$ cat config.mk
export PLATFORM = sky130hd
export DESIGN_NAME = sparse_weight_encoder
export DESIGN_NICKNAME = d
export VERILOG_FILES = /design/src/rtl/sparse_weight_encoder.sv
export SDC_FILE = /design/constraint.sdc
export NUM_CORES = 1
export LEC_CHECK = 0
export ABC_AREA = 0
export CAP_MARGIN = 20
export CORE_ASPECT_RATIO = 1.5
export CORE_MARGIN = 5
export CORE_UTILIZATION = 54
export CTS_CLUSTER_DIAMETER = 200
export CTS_CLUSTER_SIZE = 12
export DETAILED_ROUTE_END_ITERATION = 8
export GPL_TIMING_DRIVEN = 0
export PLACE_DENSITY = 0.86
export SLEW_MARGIN = 25
export SYNTH_ARGS = -nofsm -noshare
export SYNTH_HDL_FRONTEND = slang
export SYNTH_SLANG_ARGS = --single-unit
$ cat constraint.sdc
create_clock -name i_clk -period 6.5 [get_ports i_clk]
set_clock_uncertainty 0.15 [all_clocks]
set_input_delay 0.975 -clock i_clk [delete_from_list [all_inputs] [get_ports i_clk]]
set_output_delay 0.975 -clock i_clk [all_outputs]
set_load 0.02 [all_outputs]
$ cat src/rtl/sparse_weight_encoder.sv
// Dense-to-sparse weight tile encoder: streams a ROWSxCOLS tile in row-major order
// and emits (row, col, value) entries, per-row end pointers and a total count.

module nz_slot #(
    parameter int RW    = 2,
    parameter int KW    = 3,
    parameter int VAL_W = 8
) (
    input  logic             i_clk,
    input  logic             i_rst_n,
    input  logic             i_we,
    input  logic [RW-1:0]    i_r,
    input  logic [KW-1:0]    i_k,
    input  logic [VAL_W-1:0] i_val,
    output logic [RW-1:0]    o_r,
    output logic [KW-1:0]    o_k,
    output logic [VAL_W-1:0] o_val
);
    always_ff @(posedge i_clk or negedge i_rst_n) begin
        if (!i_rst_n) begin
            o_r   <= '0;
            o_k   <= '0;
            o_val <= '0;
        end else if (i_we) begin
            o_r   <= i_r;
            o_k   <= i_k;
            o_val <= i_val;
        end
    end
endmodule

module sparse_weight_encoder #(
    parameter  int ROWS   = 3,
    parameter  int COLS   = 8,
    parameter  int VAL_W  = 8,
    parameter  int MAX_NZ = 24,
    localparam int RW     = (ROWS > 1) ? $clog2(ROWS) : 1,
    localparam int KW     = (COLS > 1) ? $clog2(COLS) : 1,
    localparam int NW     = $clog2(MAX_NZ + 1)
) (
    input  logic             i_clk,
    input  logic             i_rst_n,
    input  logic             i_start,
    input  logic             i_valid,
    input  logic [VAL_W-1:0] i_data,
    output logic             o_ready,
    output logic [RW-1:0]    o_r   [0:MAX_NZ-1],
    output logic [KW-1:0]    o_k   [0:MAX_NZ-1],
    output logic [VAL_W-1:0] o_val [0:MAX_NZ-1],
    output logic [NW-1:0]    o_ptr [0:ROWS-1],
    output logic [NW-1:0]    o_length,
    output logic             o_busy,
    output logic             o_finish,
    output logic             o_overflow
);
    typedef enum logic [1:0] {IDLE, SCAN, DONE} state_e;

    state_e            state_q, state_d;
    logic [RW-1:0]     row_q, row_d;
    logic [KW-1:0]     col_q, col_d;
    logic [NW-1:0]     cnt_q, cnt_d;
    logic [NW-1:0]     len_q, len_d;
    logic [NW-1:0]     ptr_q [0:ROWS-1];
    logic [NW-1:0]     ptr_d [0:ROWS-1];
    logic              ovf_q, ovf_d;
    logic              ready_q, busy_q, fin_q;
    logic              wr_en;
    logic [MAX_NZ-1:0] slot_we;

    always_comb begin
        state_d = state_q;
        row_d   = row_q;
        col_d   = col_q;
        cnt_d   = cnt_q;
        len_d   = len_q;
        ovf_d   = ovf_q;
        ptr_d   = ptr_q;
        wr_en   = 1'b0;
        case (state_q)
            IDLE: begin
                if (i_start) begin
                    row_d   = '0;
                    col_d   = '0;
                    cnt_d   = '0;
                    ovf_d   = 1'b0;
                    for (int r = 0; r < ROWS; r++) ptr_d[r] = '0;
                    state_d = SCAN;
                end
            end
            SCAN: begin
                if (i_valid) begin
                    if (i_data != '0) begin
                        // Saturate at MAX_NZ: drop the entry but remember it happened.
                        if (cnt_q != NW'(MAX_NZ)) begin
                            wr_en = 1'b1;
                            cnt_d = cnt_q + NW'(1);
                        end else begin
                            ovf_d = 1'b1;
                        end
                    end
                    if (col_q == KW'(COLS - 1)) begin
                        col_d = '0;
                        row_d = row_q + RW'(1);
                        for (int r = 0; r < ROWS; r++)
                            if (row_q == RW'(r)) ptr_d[r] = cnt_d;
                        if (row_q == RW'(ROWS - 1)) begin
                            row_d   = '0;
                            len_d   = cnt_d;
                            state_d = DONE;
                        end
                    end else begin
                        col_d = col_q + KW'(1);
                    end
                end
            end
            DONE:    state_d = IDLE;
            default: state_d = IDLE;
        endcase
    end

    always_ff @(posedge i_clk or negedge i_rst_n) begin
        if (!i_rst_n) begin
            state_q <= IDLE;
            row_q   <= '0;
            col_q   <= '0;
            cnt_q   <= '0;
            len_q   <= '0;
            ovf_q   <= 1'b0;
            ready_q <= 1'b0;
            busy_q  <= 1'b0;
            fin_q   <= 1'b0;
            for (int r = 0; r < ROWS; r++) ptr_q[r] <= '0;
        end else begin
            state_q <= state_d;
            row_q   <= row_d;
            col_q   <= col_d;
            cnt_q   <= cnt_d;
            len_q   <= len_d;
            ovf_q   <= ovf_d;
            ready_q <= (state_d == SCAN);
            busy_q  <= (state_d == SCAN);
            fin_q   <= (state_d == DONE);
            ptr_q   <= ptr_d;
        end
    end

    // One storage slot per possible nonzero; only the slot at the current count loads.
    for (genvar g = 0; g < MAX_NZ; g++) begin : g_slot
        assign slot_we[g] = wr_en && (cnt_q == NW'(g));
        nz_slot #(.RW(RW), .KW(KW), .VAL_W(VAL_W)) u_slot (
            .i_clk   (i_clk),
            .i_rst_n (i_rst_n),
            .i_we    (slot_we[g]),
            .i_r     (row_q),
            .i_k     (col_q),
            .i_val   (i_data),
            .o_r     (o_r[g]),
            .o_k     (o_k[g]),
            .o_val   (o_val[g])
        );
    end

    assign o_ready    = ready_q;
    assign o_busy     = busy_q;
    assign o_finish   = fin_q;
    assign o_overflow = ovf_q;
    assign o_length   = len_q;
    assign o_ptr      = ptr_q;
endmodule

==> impl_metrics.env, run 1 <==
export IMPL_wl_um=40930
export IMPL_vias=8998
export IMPL_fillers=1760
export IMPL_fin_crit_ps=3485
export IMPL_gr_total_overflow=0
export IMPL_worst_ep_arrival_time_ps=3730
export IMPL_hpwl_um=29570
export IMPL_cts_setup_buffers=0
export IMPL_cap_viol_max_count=0
export IMPL_synth_flop_cell="dfrtp_1"
export IMPL_tightest_slew_ps=873.9
export IMPL_tritoncts="done"
export IMPL_initial_utilization_pct=54.33
export IMPL_drc=0
export IMPL_ys_ff_latch=347
export IMPL_ios=348
export IMPL_regToRegSetupSlack_ps=3990
export IMPL_first_global_vias=9755
export IMPL_switchingPower_uw=3656
export IMPL_grt_pass1_wl_um=61200
export IMPL_power_total_uw=10160
export IMPL_ir_drop_mv=0.3860
export IMPL_power_leakage_uw=0.008947
export IMPL_cts_max_path_buffers=3
export IMPL_intPower_uw=6503
export IMPL_power_frac_clock_pct=17.1
export IMPL_syn_num_nets=908
export IMPL_grt_usage_pct=26.58
export IMPL_numCtsBuffers=34
export IMPL_critPathKind="in2reg"
export IMPL_dp_cells=1582
export IMPL_crit_path_end_kind="flip-flop"
export IMPL_wl_per_cell_um=25.28
export IMPL_avgViaCountPerCell=5.558
export IMPL_ys_seq_area_share_pct=58.91
export IMPL_syn_area_per_cell_um2=16.58
export IMPL_rr_startpoint="cnt_q[0]"
export IMPL_outcome="finished clean"
export IMPL_portBuffers=347
export IMPL_r2r_cells=8
export IMPL_stdcell_count=1619
export IMPL_core_region_area_um2=27130
export IMPL_period_share_pct=53.61
export IMPL_crit_fanout=10
export IMPL_hold_class="in2async"
export IMPL_antenna_found_initial=0
export IMPL_die_area_um2=30770
export IMPL_setup_viol=0
export IMPL_drt_initial_drc_count=398
export IMPL_gp_congestion=0.9025
export IMPL_clk_pin_slew_ps=60
export IMPL_hold_viol=0
export IMPL_ctsHoldBuffers=0
export IMPL_ys_warn_count=0
export IMPL_fp_dieW_um=144.9
export IMPL_postLayoutCoreUtil_pct=72.41
export IMPL_sw_frac_of_total_pct=35.99
export IMPL_maxSlewViolCount=0
export IMPL_p_seq_share_pct=35.3
export IMPL_num_rows=74
export IMPL_cellPowerDensity_nw_per_um2=517.2
export IMPL_nets=1295
export IMPL_drive_above_1_share_pct=32.50
export IMPL_grt_setup_unrepaired="false"
export IMPL_post_cts_resized=0
export IMPL_area_growth_pct=33.28
export IMPL_timing_fmax_mhz=287.0
export IMPL_ant_nets=0
export IMPL_first_pass_iters=4
export IMPL_layout_cells_most_common="dfrtp_1"
export IMPL_combinationalPowerShare_pct=47.5
export IMPL_cts_max_level=2
export IMPL_critPathLaunchType="input port"
export IMPL_synth_edff_count=0
export IMPL_syn_area_um2=14740
export IMPL_crit_required_ps=6750
export IMPL_synth_distinct_cells=46
export IMPL_antenna_cells=0
export IMPL_die_y_um=212.3
export IMPL_clkLatencyLatePin_ps=520
export IMPL_reg2reg_to="g_slot[15].u_slot.o_val[4]"
export IMPL_async_flop_share_pct=100.0
export IMPL_synthCells=889
export IMPL_final_cell_mix="dfrtp_1, clkdlybuf4s50_1, mux2_4, mux2_2, clkbuf_16"
export IMPL_worst_hold_slack_ps=216.7
export IMPL_grt_max_degree=98
export IMPL_slew_limit_headroom_pct=41.20
export IMPL_cts_sinks=347
export IMPL_root_buffer="clkbuf_16"
-- worst max-delay path: stages --
cell             delay [ps]
clkdlybuf4s50_1         730
nor4_1                  890
a21oi_2                 260
and3_1                  270
buf_6                   140
buf_12                  150
mux2_4                  300
-- registers in the layout, summed over array words and instances, names as in the netlist, 2 cells and up --
register,flops
row_q,2
g_slot.u_slot.o_k,72
state_q,2
g_slot.u_slot.o_r,48
col_q,3
o_ptr,15
g_slot.u_slot.o_val,192
o_length,5
cnt_q,5
-- worst max-delay path by stage --
| stage | from | to | slack (ps) | cells past startpoint |
|---|---|---|---|---|
| detailed placement | i_data[6] | g_slot[13].u_slot.o_val[4] | 2570 | 7 |
| global route | i_data[2] | g_slot[15].u_slot.o_val[0] | 2980 | 7 |
| CTS | i_data[6] | g_slot[13].u_slot.o_val[4] | 3120 | 7 |
| finish | i_data[2] | g_slot[15].u_slot.o_val[4] | 3020 | 7 |
| floorplan | i_data[6] | g_slot[2].u_slot.o_k[0] | 3700 | 6 |
| global placement | i_rst_n | g_slot[13].u_slot.o_k[1] | -10170 | 1 |
-- metrics by stage --
step | instance area, µm² | worst slack [ps] | TNS (ps)
5_1_grt | 19640 | 2984 | 0
3_5_place_dp | 18760 | 2573 | 0
3_3_place_gp | 18640 | -10170 | -3512990
4_1_cts | 19640 | 3123 | 0
6_report | 19640 | 3015 | 0
2_1_floorplan | 14740 | 3704 | 0
-- per-layer routing --
| metal | track usage (%) | part of all wire [%] | vias up |
|---|---|---|---|
| met5 | 0 | 0 | - |
| met4 | 12.01 | 4.7 | 0 |
| met3 | 5.716 | 6.9 | 98 |
| met2 | 45.70 | 51 | 351 |
| met1 | 31.78 | 37 | 4667 |
| li1 | - | - | 3882 |
-- Yosys cell counts, drive strengths merged (7+ instances only) --
cell | instances | area share [%]
mux2 | 312 | 29
ha | 7 | 0.59
inv | 7 | 0.18
nor2 | 8 | 0.20
a21oi | 7 | 0.26
buf | 34 | 2.5
dfrtp | 347 | 59
clkbuf | 33 | 0.84
nor3 | 18 | 2.0
o21ai | 19 | 0.72
nand2 | 34 | 0.87
-- kinds of logic after synthesis --
logic type,Yosys count,share of synthesized area [%]
flip-flops,347,58.91
AO/OA/AOI/OAI,52,2.436
buffers and inverters,74,3.481
adder cells (fa/ha/maj),7,0.5942
multiplexers,314,29.58
AND/OR/NAND/NOR,93,4.881
XOR/XNOR,2,0.1189
-- power groups by stage --
stage | logic, µW | registers, µW | clock network, µW
2_1_floorplan | 1580 | 4520 | 0
3_3_place_gp | 4740 | 3570 | 0
3_5_place_dp | 4850 | 3600 | 0
4_1_cts | 4880 | 3590 | 1770
5_1_grt | 5050 | 3690 | 1850
6_report | 4830 | 3590 | 1740
-- cell type report --
type	instances	area, µm²	share of cell area [%]
sequential	347	8683	44.20
multi-input combinational	468	5543	28.22
timing repair buffer	351	3588	18.27
clock buffer	36	879.6	4.478
buffer	67	486.7	2.478
tap	342	427.9	2.178
inverter	7	26.28	0.1338
clock inverter	1	8.758	0.04459
Note: power is estimated with default switching activity, not from simulation.
==> inputs of run 2 (changes only) <==
--- a/config.mk
+++ b/config.mk
@@ -9,12 +9,12 @@
 export CAP_MARGIN = 20
 export CORE_ASPECT_RATIO = 1.5
 export CORE_MARGIN = 5
-export CORE_UTILIZATION = 54
+export CORE_UTILIZATION = 50
 export CTS_CLUSTER_DIAMETER = 200
 export CTS_CLUSTER_SIZE = 12
 export DETAILED_ROUTE_END_ITERATION = 8
 export GPL_TIMING_DRIVEN = 0
-export PLACE_DENSITY = 0.86
+export PLACE_DENSITY = 0.8
 export SLEW_MARGIN = 25
 export SYNTH_ARGS = -nofsm -noshare
 export SYNTH_HDL_FRONTEND = slang
==> constraint.sdc (replaced) <==
create_clock -name i_clk -period 3.5 [get_ports i_clk]
set_clock_uncertainty 0.15 [all_clocks]
set_input_delay 0.525 -clock i_clk [delete_from_list [all_inputs] [get_ports i_clk]]
set_output_delay 0.525 -clock i_clk [all_outputs]
set_load 0.02 [all_outputs]
==> impl_metrics.env, run 2 (same netlist as run 1, synthesis figures left out) <==
export IMPL_outcome="finished clean"
export IMPL_numCtsBuffers=34
export IMPL_path_cells="clkdlybuf4s50_1 > nor4_1 > a21oi_2 > and3_1 > buf_6 > buf_12 > mux2_4"
export IMPL_gr_total_overflow=0
export IMPL_root_buffer="clkbuf_16"
export IMPL_critPathLaunchType="input port"
export IMPL_grt_usage_pct=24.37
export IMPL_drc=0
export IMPL_ir_drop_mv=0.5579
export IMPL_maxSlewViolCount=0
export IMPL_tightest_slew_ps=1006
export IMPL_regMostFlops="g_slot.u_slot.o_val"
export IMPL_wl_per_cell_um=24.21
export IMPL_clk_pin_slew_ps=60
export IMPL_fin_crit_ps=3088
export IMPL_slew_limit_headroom_pct=32.33
export IMPL_timing_fmax_mhz=323.9
export IMPL_crit_path_end_kind="flip-flop"
export IMPL_r2r_cells=8
export IMPL_post_cts_resized=0
export IMPL_grt_pass1_wl_um=60710
export IMPL_reg2reg_to="g_slot[15].u_slot.o_k[1]"
export IMPL_avgViaCountPerCell=5.344
export IMPL_drt_initial_drc_count=384
export IMPL_rr_startpoint="cnt_q[0]"
export IMPL_cap_viol_max_count=0
export IMPL_portBuffers=347
export IMPL_endpoint="g_slot[15].u_slot.o_k[1]"
export IMPL_initial_utilization_pct=50.32
export IMPL_crit_fanout=10
export IMPL_cellPowerDensity_nw_per_um2=952.6
export IMPL_cts_setup_buffers=0
export IMPL_layout_cells_most_common="dfrtp_1"
export IMPL_die_area_um2=33080
export IMPL_hold_class="reg2reg"
export IMPL_final_cell_mix="dfrtp_1, clkdlybuf4s50_1, mux2_4, mux2_2, clkbuf_16"
export IMPL_tns_ps=0
export IMPL_critPathKind="in2reg"
export IMPL_final_area_um2=19720
export IMPL_crit_buf_inv=3
export IMPL_num_rows=77
export IMPL_max_stage_delay_ps=970
export IMPL_ios=348
export IMPL_fp_dieW_um=150.2
export IMPL_postPlaceCellArea_um2=18820
export IMPL_drive_above_1_share_pct=32.47
export IMPL_setup_viol=0
export IMPL_power_leakage_uw=0.008951
export IMPL_vias=8941
export IMPL_gp_congestion=0.8819
export IMPL_critPathSlowestCell="nor4_1"
export IMPL_first_global_vias=9569
export IMPL_reg_largest_list="g_slot.u_slot.o_val x192, g_slot.u_slot.o_k x72, g_slot.u_slot.o_r x48"
export IMPL_hpwl_um=29420
export IMPL_largest_register_ffs=192
export IMPL_cts_max_path_buffers=3
export IMPL_ctsHoldBuffers=1
export IMPL_crit_required_ps=3740
export IMPL_cts_max_level=2
export IMPL_clkLatencyLatePin_ps=510
export IMPL_area_growth_pct=33.79
export IMPL_cts_sinks=347
export IMPL_nets=1296
export IMPL_hold_viol=0
export IMPL_critPathTopFamily="simple AND/OR/NAND/NOR gates"
export IMPL_wl_um=40500
export IMPL_ant_nets=0
export IMPL_dp_cells=1635
export IMPL_period_share_pct=88.22
export IMPL_regToRegSetupSlack_ps=950
export IMPL_core_region_area_um2=29290
export IMPL_tritoncts="done"
export IMPL_critPathLaunch="i_data[3]"
export IMPL_path_depth=7
export IMPL_power_total_uw=18790
export IMPL_worst_ep_arrival_time_ps=3330
export IMPL_grt_max_degree=94
export IMPL_stdcell_count=1673
export IMPL_first_pass_iters=5
export IMPL_grt_setup_unrepaired="false"
export IMPL_antenna_found_initial=0
export IMPL_die_y_um=220.3
export IMPL_antenna_cells=0
-- run 2: cell types whose count changed in the layout (fill, tap and decap cells not counted) --
cell / delta
dlygate4sd3_1: +1
-- run 2: worst min-delay path by stage --
| stage | cells after the start | to | from |
|---|---|---|---|
| global route | 1 | o_ptr[11] | o_ptr[11] |
| detailed placement | 2 | o_length[4] | o_length[4] |
| finish | 2 | o_length[2] | o_length[2] |
| CTS | 2 | o_length[4] | o_length[4] |
| floorplan | 0 | cnt_q[0] | i_rst_n |
| global placement | 2 | o_length[1] | o_length[1] |
-- run 2: cell type report --
class | instances | area, µm²
multi-input combinational | 468 | 5543
tap | 395 | 494.2
clock inverter | 1 | 8.758
clock buffer | 36 | 879.6
sequential | 347 | 8683
buffer | 67 | 486.7
timing repair buffer | 352 | 3598
fill | 2094 | 9568
inverter | 7 | 26.28
-- run 2: metrics by stage --
stage                     hold WS, ps  worst slack, ps  util, %
after floorplan                 79.41             1154        -
after detailed placement        319.9            3.651    64.26
final                           331.8            412.3    67.33
after global placement          314.8           -12860    63.87
after global routing            360.2            391.4    67.33
after CTS                       333.2            531.4    67.33
-- run 2: report_power, final --
part	leakage, µW	internal (µW)	total [µW]	switching, µW
clock network	0.000437	1770	3180	1410
registers	0.00452	5610	6660	1050
logic	0.00400	4690	8940	4250
total	0.00895	12100	18800	6710
-- run 2: routing by layer --
layer | GRT usage [%] | routed length, µm | up-vias
met5 | 0 | 0 | -
met3 | 5.101 | 2501 | 76
li1 | - | - | 3884
met2 | 43.74 | 21230 | 327
met4 | 7.814 | 1258 | 0
met1 | 29.30 | 15510 | 4654
-- run 2: worst register-to-register path, delay by kind of cell, from the launching register on --
kind / cells / cell delay, ps
AO/OA/AOI/OAI: 1 / 300
adder cells (fa/ha/maj): 1 / 290
multiplexers: 1 / 310
flip-flops: 1 / 450
AND/OR/NAND/NOR: 2 / 500
buffers and inverters: 3 / 430
